===== src/rtl/pipe_stage_latch.sv =====
// pipe_stage_latch: parametrised pipeline boundary register with valid/ready
// flow control, flush, bubble (NOP) insertion, occupancy and a saturating
// stall-cycle counter for performance debug.
module pipe_stage_latch #(
  parameter int                 WIDTH     = 32,
  parameter int                 STAGES    = 1,
  parameter logic [WIDTH-1:0]   NOP_VALUE = {WIDTH{1'b0}},
  parameter int                 CNT_W     = 16
) (
  input  logic             clk,
  input  logic             rst_n,
  input  logic             flush,
  input  logic             in_valid,
  input  logic [WIDTH-1:0] in_data,
  output logic             in_ready,
  output logic             out_valid,
  output logic [WIDTH-1:0] out_data,
  input  logic             out_ready,
  output logic [2:0]       occupancy,
  output logic [CNT_W-1:0] stall_cnt,
  input  logic             stall_clr
);

  localparam logic [CNT_W-1:0] CNT_MAX = {CNT_W{1'b1}};
  localparam logic [CNT_W-1:0] CNT_ONE = {{(CNT_W-1){1'b0}}, 1'b1};

  // Number of set bits in the stage-valid vector.
  function automatic logic [2:0] popcount(input logic [STAGES-1:0] bits);
    logic [2:0] n;
    n = 3'd0;
    for (int i = 0; i < STAGES; i++) begin
      n = n + {2'b00, bits[i]};
    end
    return n;
  endfunction

  logic [STAGES-1:0] v;
  logic [WIDTH-1:0]  d [STAGES];
  logic [STAGES-1:0] rdy;
  logic [STAGES-1:0] src_v;
  logic [WIDTH-1:0]  src_d [STAGES];
  logic              in_acc;
  logic              stall_now;

  // Ready chain: a stage can load when it, or any stage after it, is empty,
  // or when downstream accepts. Built with an accumulator so no bit of rdy
  // depends on another bit of the same vector.
  always_comb begin
    logic acc;
    rdy = {STAGES{1'b0}};
    acc = out_ready;
    for (int i = STAGES - 1; i >= 0; i--) begin
      acc    = acc | ~v[i];
      rdy[i] = acc;
    end
  end

  // in_ready is held low during reset and during a flush cycle.
  assign in_ready = rdy[0] & ~flush & rst_n;
  assign in_acc   = in_valid & in_ready;

  // Source of each stage's next value: stage 0 from the input (NOP when no
  // transfer), every later stage from its predecessor.
  always_comb begin
    src_v[0] = in_acc;
    if (in_acc) begin
      src_d[0] = in_data;
    end else begin
      src_d[0] = NOP_VALUE;
    end
    for (int i = 1; i < STAGES; i++) begin
      src_v[i] = v[i-1];
      src_d[i] = d[i-1];
    end
  end

  // Stage registers: async reset, flush clears everything, otherwise a stage
  // advances only when its ready bit is set. Empty stages always carry NOP.
  always_ff @(posedge clk or negedge rst_n) begin
    if (!rst_n) begin
      v <= {STAGES{1'b0}};
      for (int i = 0; i < STAGES; i++) begin
        d[i] <= NOP_VALUE;
      end
    end else if (flush) begin
      v <= {STAGES{1'b0}};
      for (int i = 0; i < STAGES; i++) begin
        d[i] <= NOP_VALUE;
      end
    end else begin
      for (int i = 0; i < STAGES; i++) begin
        if (rdy[i]) begin
          v[i] <= src_v[i];
          d[i] <= src_d[i];
        end else begin
          v[i] <= v[i];
          d[i] <= d[i];
        end
      end
    end
  end

  // A stall is backpressure on a valid output; a flush edge kills the
  // output instead of stalling it, so it is not counted.
  assign stall_now = v[STAGES-1] & ~out_ready & ~flush;

  // Saturating stall counter; clear has priority over increment.
  always_ff @(posedge clk or negedge rst_n) begin
    if (!rst_n) begin
      stall_cnt <= {CNT_W{1'b0}};
    end else if (stall_clr) begin
      stall_cnt <= {CNT_W{1'b0}};
    end else if (stall_now && (stall_cnt != CNT_MAX)) begin
      stall_cnt <= stall_cnt + CNT_ONE;
    end else begin
      stall_cnt <= stall_cnt;
    end
  end

  assign out_valid = v[STAGES-1];
  assign out_data  = d[STAGES-1];
  assign occupancy = popcount(v);

endmodule

===== config.mk =====
export PLATFORM = sky130hd
export DESIGN_NAME = pipe_stage_latch
export DESIGN_NICKNAME = d
export VERILOG_FILES = /design/src/rtl/pipe_stage_latch.sv
export SDC_FILE = /design/constraint.sdc
export NUM_CORES = 1
export LEC_CHECK = 0
export ABC_AREA = 1
export CAP_MARGIN = 20
export CORE_UTILIZATION = 45
export DETAILED_ROUTE_END_ITERATION = 10
export GPL_TIMING_DRIVEN = 0
export HOLD_SLACK_MARGIN = 0.15
export PLACE_DENSITY_LB_ADDON = 0.05
export SYNTH_ARGS = -nofsm -noshare
export SYNTH_HDL_FRONTEND = slang
export SYNTH_SLANG_ARGS = --single-unit

===== constraint.sdc =====
create_clock -name clk -period 2.8 [get_ports clk]
set_clock_uncertainty 0.1 [all_clocks]
set_input_delay 0.56 -clock clk [delete_from_list [all_inputs] [get_ports clk]]
set_output_delay 0.56 -clock clk [all_outputs]
set_load 0.02 [all_outputs]

==> impl_results.md <==
- I/O pin cnt: 91
- Core ar.: 5107 sq um
- Synth top area cells: dfrtp_1 (51%), nand2_1 (20%), nand3_1 (9.6%)
- Reg clk slew, reported paths: 0.08 ns
- Peak supply drop: 230.2 uV
- Final #Nets: 445
- Total routed wirelength: 5.796 mm
- Num CTS Buffers: 5
- Slew Limit Fails: 0
- Leading area contributor after synthesis: dfrtp_1
- Worst skew pair latency: 0.30 ns
- CP Launch Type: input pin
- Drt pass-1 iters: 6
- Fraction of registers with async set/reset: 1.000
- Avg Cell Area, Syn: 7.767 sq um
- Worst setup path class: input pin to output port
- Fillers: 444
- Starting DRT DRC Count: 130
- First-pass GRT wire length: 9.087 mm
- All-Layer GR Usage: 0.2146
- Max clock buf depth: 2
- Final ANT Viol Nets: 0
- Post-synthesis sequential area ratio: 0.5126
- Port Buffer Count: 87
- Final setup vio count: 0
- Die width: 74.91 um
- H-tree depth: 2
- Yosys top cell area share: 0.5126
- Fmax: 0.3778 GHz
- Ys flop type: dfrtp_1
- Period utilization: 0.9454
- Starting density of the core: 0.4684
- Status: finished clean
- CP max FO: 10
- Area delta synth->final: 46.23%
- Largest net degree at the start of global routing: 27
- Die area: 5612 sq um
- Required @ worst endpoint: 2.14 ns
- Tightest hold margin: 0.3794 ns
- Row count: 26
- CTS sink count: 49
- Post-Synthesis Cells: 308
- Vias in the first global route: 1,994
- RSZ-0062 raised after global routing: no
- Post-layout min period: 2.647 ns
- Synth Warn #: 0
- # Post-CTS Setup Buffers: 0
- GR Overflow Total: 0
- Final hold vios: 0
- Final std cells w/o fill: 477
- CTS tree: done
- Post-detail-place hpwl: 4.146 mm
- Top cells by instance count after synthesis: nand2_1 (130), dfrtp_1 (49), nand3_1 (46)
- Max Cap Viol: 0
- EDFF count, synth: 0
- Antenna violations before repair: 0
- CP arrival: 1.99 ns
- Chip height: 74.91 um
- Leak: 1.714 nW
- RD Place Congestion: 0.8545
- Total number of vias: 2,263
- CTS root buffer: clkbuf_8
- Share of cells above drive strength 1: 0.06634
- Total power draw: 1.323 mW
- Post-Synthesis Cell Area: 2392 sq um
- Drt wl/cell: 12.15 um
- Placed Instances: 467
- CP endpoint kind: output port
- Vias per Instance: 4.744
- Cell Pwr Density: 378.3 nW/um^2
- DRC viols: 0
- Most common cell in the synthesized netlist: nand2_1
- Antenna cell count: 0
- Number of synthesized register bits: 49
- Hold crit path type: flip-flop to flip-flop
- Count of cell types in the netlist: 23
## stage by stage
| step | cell area (sq um) | utilization | setup WS, ns | setup TNS, ns |
|---|---|---|---|---|
| final | 3498 | 0.6850 | 0.1527 | 0 |
| after floorplan | 2396 | - | 0.9376 | 0 |
| after detailed placement | 3369 | 0.6597 | -0.2928 | -0.2928 |
| after global routing | 3498 | 0.6850 | 0.06061 | 0 |
| after global placement | 3354 | 0.6568 | -2.022 | -59.88 |
| after CTS | 3475 | 0.6803 | 0.03249 | 0 |
## flip-flops by register name (all words and copies together), names as in the netlist
register	flops
stall_cnt	16
out_data	32
out_valid	1
## final timing paths
kind | to | from | cells after the start | slack, ns
max | in_ready | out_ready | 6 | 0.15
min | out_data[26] | out_data[26] | 2 | 0.38
max reg2reg | stall_cnt[1] | stall_cnt[1] | 10 | 0.97
min reg2reg | out_data[26] | out_data[26] | 2 | 0.38
max in group asynchronous | stall_cnt[0] | rst_n | 3 | 1.58
min in group asynchronous | stall_cnt[5] | rst_n | 2 | 0.62
## repair_timing
item,CTS,global route
resized for setup,2,0
hold buffers,2,0
endpoints found under the setup margin,1,1
endpoints found under the hold margin,23,0
gates cloned,0,0
## placed cells by master (no fill, tap or decap), types with 2 or more instances in the layout
cell / netlist / layout
buf_2: 2 / 2
nand2_1: 130 / 130
inv_1: 18 / 18
buf_4: 3 / 4
o21bai_1: 4 / 4
nor2_2: 3 / 3
xor2_1: 3 / 3
clkdlybuf4s50_1: 0 / 85
o21ai_0: 3 / 3
nand3_1: 46 / 46
nand4_1: 6 / 6
conb_1: 1 / 2
nor2_1: 14 / 14
dfrtp_1: 49 / 49
dlygate4sd3_1: 0 / 2
nor2_4: 3 / 3
nand2_2: 6 / 6
clkbuf_8: 0 / 5
clkbuf_1: 10 / 11
## routing by layer
layer,vias to the layer above,wire length [um],global-route usage
met2,63,2663,0.3423
met3,5,347,0.06158
met4,0,53,0.05031
met5,-,0,0
li1,1163,-,-
met1,1032,2731,0.2904
## kinds of logic (layout without fill, tap and decap cells)
logic type,after synthesis,in the layout,synth area share
simple gates,210,210,0.3813
flops,49,49,0.5126
buf+inv,35,133,0.06380
compound gates,8,8,0.02092
xor+xnor,4,4,0.01465
fa+ha+maj,1,1,0.005229
other cells,1,2,0.001568
## layout make-up
cell class | instances | area (sq um) | area share
sequential | 49 | 1226 | 0.3505
multi-input combinational | 225 | 1017 | 0.2908
timing repair buffer | 91 | 934.6 | 0.2672
tap | 70 | 87.58 | 0.02504
buffer | 15 | 77.57 | 0.02217
clock buffer | 7 | 76.32 | 0.02182
inverter | 19 | 71.32 | 0.02039
clock inverter | 1 | 7.507 | 0.002146
## power breakdown
| part | total, mW | internal (mW) | switching, mW | leakage, nW |
|---|---|---|---|---|
| Combinational | 0.185 | 0.0945 | 0.0901 | 1.00 |
| Clock | 0.410 | 0.177 | 0.232 | 0.0385 |
| Sequential | 0.729 | 0.721 | 0.00828 | 0.676 |
## critical path, cell delays in order
cell and delay [ns]:
clkdlybuf4s50_1 0.45, inv_1 0.04, nand2_1 0.04, and3_1 0.27
buf_2 0.25, dlygate4sd2_1 0.36
No activity file was read; power rests on OpenSTA's default activity.
